<file path="src/rtl/volume_history_ctrl.sv">
// Peak-meter history for the record/speak OLED: turns mic samples into 16 columns of
// 4-bit peak levels and sequences record/freeze/clear from the push-to-talk button.
module volume_history_ctrl #(
    parameter int SAMPLE_W = 12,
    parameter int WINDOW   = 2000,
    parameter int CNT_W    = 11
) (
    input  logic                clk,
    input  logic                rst_n,
    input  logic                sample_valid,
    input  logic [SAMPLE_W-1:0] sample,
    input  logic                btn_speak,
    input  logic                clear,
    output logic [79:0]         volume,
    output logic                recording,
    output logic                col_strobe,
    output logic [4:0]          peak_level
);

    localparam int NCOL = 16;
    localparam logic [SAMPLE_W-1:0] MID     = {1'b1, {(SAMPLE_W-1){1'b0}}};
    localparam logic [SAMPLE_W-1:0] MAG_MAX = {1'b0, {(SAMPLE_W-1){1'b1}}};
    localparam logic [CNT_W-1:0]    LAST    = CNT_W'(WINDOW - 1);

    typedef enum logic [1:0] {
        ST_IDLE   = 2'd0,
        ST_RECORD = 2'd1,
        ST_FREEZE = 2'd2
    } state_t;

    state_t             state_reg, state_next;
    logic               btn_prev_reg;
    logic [3:0]         col_reg  [NCOL];
    logic [3:0]         col_next [NCOL];
    logic [3:0]         peak_reg, peak_next;
    logic [CNT_W-1:0]   cnt_reg, cnt_next;
    logic               col_strobe_reg, col_strobe_next;

    logic               btn_press, btn_release;
    logic [SAMPLE_W-1:0] mag;
    logic [3:0]         level;
    logic [3:0]         merged_peak;
    logic               window_done;

    assign btn_press   = btn_speak & ~btn_prev_reg;
    assign btn_release = ~btn_speak & btn_prev_reg;

    // Distance from mid-scale; the single out-of-range code (full negative) saturates.
    always_comb begin
        mag         = (sample >= MID) ? (sample - MID) : (MID - sample);
        level       = (mag > MAG_MAX) ? 4'hF : mag[SAMPLE_W-2 -: 4];
        merged_peak = (level > peak_reg) ? level : peak_reg;
        window_done = sample_valid && (cnt_reg == LAST);
    end

    always_comb begin
        state_next      = state_reg;
        peak_next       = peak_reg;
        cnt_next        = cnt_reg;
        col_strobe_next = 1'b0;
        for (int i = 0; i < NCOL; i++) begin
            col_next[i] = col_reg[i];
        end

        if (clear) begin
            state_next = ST_IDLE;
            peak_next  = 4'd0;
            cnt_next   = '0;
            for (int i = 0; i < NCOL; i++) begin
                col_next[i] = 4'd0;
            end
        end else begin
            case (state_reg)
                ST_IDLE: begin
                    if (btn_press) begin
                        state_next = ST_RECORD;
                        peak_next  = 4'd0;
                        cnt_next   = '0;
                    end
                end
                ST_RECORD: begin
                    if (sample_valid) begin
                        if (window_done) begin
                            // The closing sample counts toward the column it completes.
                            for (int i = 0; i < NCOL - 1; i++) begin
                                col_next[i] = col_reg[i+1];
                            end
                            col_next[NCOL-1] = merged_peak;
                            col_strobe_next  = 1'b1;
                            peak_next        = 4'd0;
                            cnt_next         = '0;
                        end else begin
                            peak_next = merged_peak;
                            cnt_next  = cnt_reg + CNT_W'(1);
                        end
                    end
                    // A release still lets a same-cycle shift land; only the partial window is dropped.
                    if (btn_release) begin
                        state_next = ST_FREEZE;
                        peak_next  = 4'd0;
                        cnt_next   = '0;
                    end
                end
                ST_FREEZE: begin
                    peak_next = 4'd0;
                    cnt_next  = '0;
                    if (btn_press) begin
                        state_next = ST_RECORD;
                    end
                end
                default: begin
                    state_next = ST_IDLE;
                    peak_next  = 4'd0;
                    cnt_next   = '0;
                end
            endcase
        end
    end

    always_ff @(posedge clk or negedge rst_n) begin
        if (!rst_n) begin
            state_reg      <= ST_IDLE;
            btn_prev_reg   <= 1'b0;
            peak_reg       <= 4'd0;
            cnt_reg        <= '0;
            col_strobe_reg <= 1'b0;
            for (int i = 0; i < NCOL; i++) begin
                col_reg[i] <= 4'd0;
            end
        end else begin
            state_reg      <= state_next;
            btn_prev_reg   <= btn_speak;
            peak_reg       <= peak_next;
            cnt_reg        <= cnt_next;
            col_strobe_reg <= col_strobe_next;
            for (int i = 0; i < NCOL; i++) begin
                col_reg[i] <= col_next[i];
            end
        end
    end

    generate
        for (genvar gi = 0; gi < NCOL; gi++) begin : g_cols
            assign volume[gi*5 +: 5] = {1'b0, col_reg[gi]};
        end
    endgenerate

    assign recording  = (state_reg == ST_RECORD);
    assign col_strobe = col_strobe_reg;
    assign peak_level = recording ? {1'b0, peak_reg} : 5'd0;

endmodule

</file>
<file path="config.mk">
export PLATFORM = sky130hd
export DESIGN_NAME = volume_history_ctrl
export DESIGN_NICKNAME = d
export VERILOG_FILES = /design/src/rtl/volume_history_ctrl.sv
export SDC_FILE = /design/constraint.sdc
export NUM_CORES = 1
export LEC_CHECK = 0
export CAP_MARGIN = 20
export CORE_ASPECT_RATIO = 1.2
export CORE_UTILIZATION = 45
export CTS_CLUSTER_SIZE = 12
export DETAILED_ROUTE_END_ITERATION = 8
export PLACE_DENSITY_LB_ADDON = 0.12
export SLEW_MARGIN = 5
export SYNTH_ARGS = -nofsm -noshare
export SYNTH_HDL_FRONTEND = slang
export SYNTH_SLANG_ARGS = --single-unit
</file>
<file path="constraint.sdc">
create_clock -name clk -period 2.38 [get_ports clk]
set_input_delay 0.238 -clock clk [delete_from_list [all_inputs] [get_ports clk]]
set_output_delay 0.238 -clock clk [all_outputs]
set_load 0.03 [all_outputs]
</file>
==> flow_metrics.env <==
export IMPL_grt_max_degree=66
export IMPL_multiInputGateArea_sq_um=1480
export IMPL_path_class="in2reg"
export IMPL_hp_class="in2reg"
export IMPL_fmax_ghz=0.428
export IMPL_syn_area_per_cell_sq_um=12.1
export IMPL_power_per_cell_area_nw_per_um2=525
export IMPL_die_w_um=84.3
export IMPL_grt_remaining_overflow=0
export IMPL_synthCells=302
export IMPL_critPathLaunchType="input pin"
export IMPL_wirelength_um=7970
export IMPL_drive_above_1_share=0.138
export IMPL_worstPathCellList="buf_6 -> or4_1 -> a311o_1 -> o21ai_2 -> ha_4 -> nor2b_4 -> o211ai_1 -> a21oi_4 -> mux2_4 -> a22o_1"
export IMPL_combPwrFrac=0.100
export IMPL_clockBufferDepth=2
export IMPL_rows=35
export IMPL_placed_area_sq_um=4690
export IMPL_dieArea_sq_um=8490
export IMPL_port_buffers=86
export IMPL_dp_hpwl_um=5240
export IMPL_groute_layer_met3_usage=0.0524
export IMPL_cp_end_kind="flop"
export IMPL_crit_fanout=5
export IMPL_htreeDepth=3
export IMPL_busiest_layer="met2"
export IMPL_required_ps=2610
export IMPL_antenna_found_initial=0
export IMPL_synth_edf_count=0
export IMPL_min_period_ps=2330
export IMPL_synthArstFlopShare=1.00
export IMPL_arrival_ps=2570
export IMPL_ys_flop_type="dfrtp_1"
export IMPL_tns_ps=0
export IMPL_status="finished, violations left"
export IMPL_grt_usage=0.197
export IMPL_die_h_um=101
export IMPL_fin_hold_ws_ps=360
export IMPL_tritoncts="yes"
export IMPL_cts_sinks=83
export IMPL_n_antenna_cell=0
export IMPL_fin_area_sq_um=4930
export IMPL_start_util=0.469
export IMPL_power_leakage_nw=2.24
export IMPL_final_core_util=0.632
export IMPL_hold_viol=0
export IMPL_netlist_area_sq_um=3660
export IMPL_setup_viol=0
export IMPL_post_drt_wl_per_cell_um=16.0
export IMPL_swShare=0.266
export IMPL_place_ws_ps=-606
export IMPL_ys_types=51
export IMPL_mostFrequentLayoutCells="dfrtp_1 (83), clkdlybuf4s50_1 (74), a22o_1 (65), buf_4 (18), conb_1 (17)"
export IMPL_drcViolationCount=8
export IMPL_grt_use_met1=0.277
export IMPL_seq_area_frac_synth=0.568
export IMPL_clock_power_share=0.353
export IMPL_critPathMaxStageDelay_ps=510
export IMPL_finalMaxSlewViolations=0
export IMPL_crit_slowest_cell="or4_1"
export IMPL_ys_seq_elements=83
export IMPL_regArea_sq_um=2080
export IMPL_yosys_warnings=0
export IMPL_layout_setup_ws_ps=45.6
export IMPL_ir_worst_vdd_mv=0.254
export IMPL_root_buffer="clkbuf_8"
export IMPL_ant_nets=0
export IMPL_tightest_slew_ps=574
export IMPL_drv_cap=0
export IMPL_layout_commonest_cell="dfrtp_1"
export IMPL_avgViaCountPerCell=5.62
export IMPL_area_growth_pct=34.8
export IMPL_rsz0062_at_grt="yes"
export IMPL_min_period_over_period=0.981
export IMPL_final_nets=425
export IMPL_relSlewSlack=0.618
export IMPL_insertion_delay_ps=350
export IMPL_violations="design-rule violations"
export IMPL_p_seq_frac=0.547
export IMPL_grtUsageMet2=0.298
export IMPL_numCtsBuffers=9
export IMPL_firstDrtPassIters=9
export IMPL_largest_reg_flops=64
export IMPL_grt_pass1_wl_um=13000
export IMPL_core_area_sq_um=7790
export IMPL_grt_pass1_vias=2564
export IMPL_ios=104
export IMPL_path_clk_slew_ps=90
export IMPL_place_congestion=0.823
export IMPL_clock_skew_ps=13.7
export IMPL_via_count=2806
export IMPL_fillCellCount=647
export IMPL_p_int_mw=1.90
export IMPL_switching_power_mw=0.689
export IMPL_dr_first_iter_drc_count=150
## metrics by stage
stage	cells	power, mW
final	499	2.59
after global placement	479	1.69
after floorplan	318	1.60
after global routing	499	2.72
after CTS	497	2.61
after detailed placement	479	1.69
## cells in the mapped netlist, types with 2 or more instances
cell      number  share of area
nor2_1         9         0.0092
and4_1         2         0.0048
buf_4         17          0.035
a21oi_1       12          0.016
and3_1         2         0.0034
a41o_1         2         0.0055
inv_1          8         0.0082
mux2i_1        3         0.0082
dfrtp_1       83           0.57
xnor2_1        4         0.0096
nand2_1        7         0.0072
nand2b_1       3         0.0051
a32o_1         3         0.0082
buf_2          8          0.011
clkbuf_1       8         0.0082
a31oi_1        2         0.0034
and2_1         7          0.012
a22o_1        65           0.16
a211oi_1       2         0.0041
nand3_1        5         0.0068
ha_1           6          0.021
mux2_2         2         0.0062
nor2b_1        3         0.0051
nand4_1        3         0.0051
or3_1          6          0.010
o21ai_0        5         0.0068
## worst paths after layout
kind	startpoint	to	slack (ps)	cells after the start
worst max register to register	cnt_reg[0]$_DFFE_PN0P_	volume[76]$_DFFE_PN0P_	420	7
worst max-delay path	sample[1]	volume[76]$_DFFE_PN0P_	50	10
worst min-delay path	btn_speak	btn_prev_reg$_DFF_PN0_	360	1
worst min register to register	volume[3]$_DFFE_PN0P_	volume[3]$_DFFE_PN0P_	500	1
max in group asynchronous	rst_n	volume[67]$_DFFE_PN0P_	1350	3
min in group asynchronous	rst_n	volume[23]$_DFFE_PN0P_	420	2
## logic make-up after synthesis
family          share of synthesized area
compound gates                      0.224
xor+xnor                          0.00958
fa+ha+maj                          0.0205
buf+inv                            0.0633
flops                               0.568
mux                                0.0174
other cells                       0.00103
simple gates                       0.0965
## power groups by stage
stage / registers, mW / logic, mW / clock network, mW
after CTS: 1.42 / 0.249 / 0.939
after global placement: 1.44 / 0.245 / 0
final: 1.42 / 0.260 / 0.913
after floorplan: 1.44 / 0.155 / 0
after detailed placement: 1.45 / 0.248 / 0
after global routing: 1.42 / 0.285 / 1.02
## metal layers
layer / vias up / part of all wire / routed length, um
met5: - / 0 / 0
met4: 0 / 0.012 / 96
met3: 10 / 0.053 / 426
met2: 74 / 0.47 / 3730
met1: 1422 / 0.47 / 3720
li1: 1300 / - / -
## area by class of cell
cell class,instances,share of cell area
inverter,8,0.00609
sequential,83,0.421
tap,92,0.0234
multi-input combinational,193,0.299
timing repair buffer,107,0.214
clock inverter,6,0.00990
clock buffer,10,0.0259
## critical path: cells and delay by family
family	cells	cell delay (ps)
buffers and inverters	1	100
and+or+nand+nor	2	630
adders and majority gates	1	230
muxes	1	310
AOI/OAI and AO/OA	5	1050
## repair_timing
action / CTS / global route
hold buffers: 1 / 0
pin swaps: 5 / 8
endpoints found under the hold margin: 45 / 0
resized for setup: 10 / 21
setup buffers: 1 / 2
setup endpoints to repair: 12 / 8
Note: power is estimated with default switching activity, not from simulation.
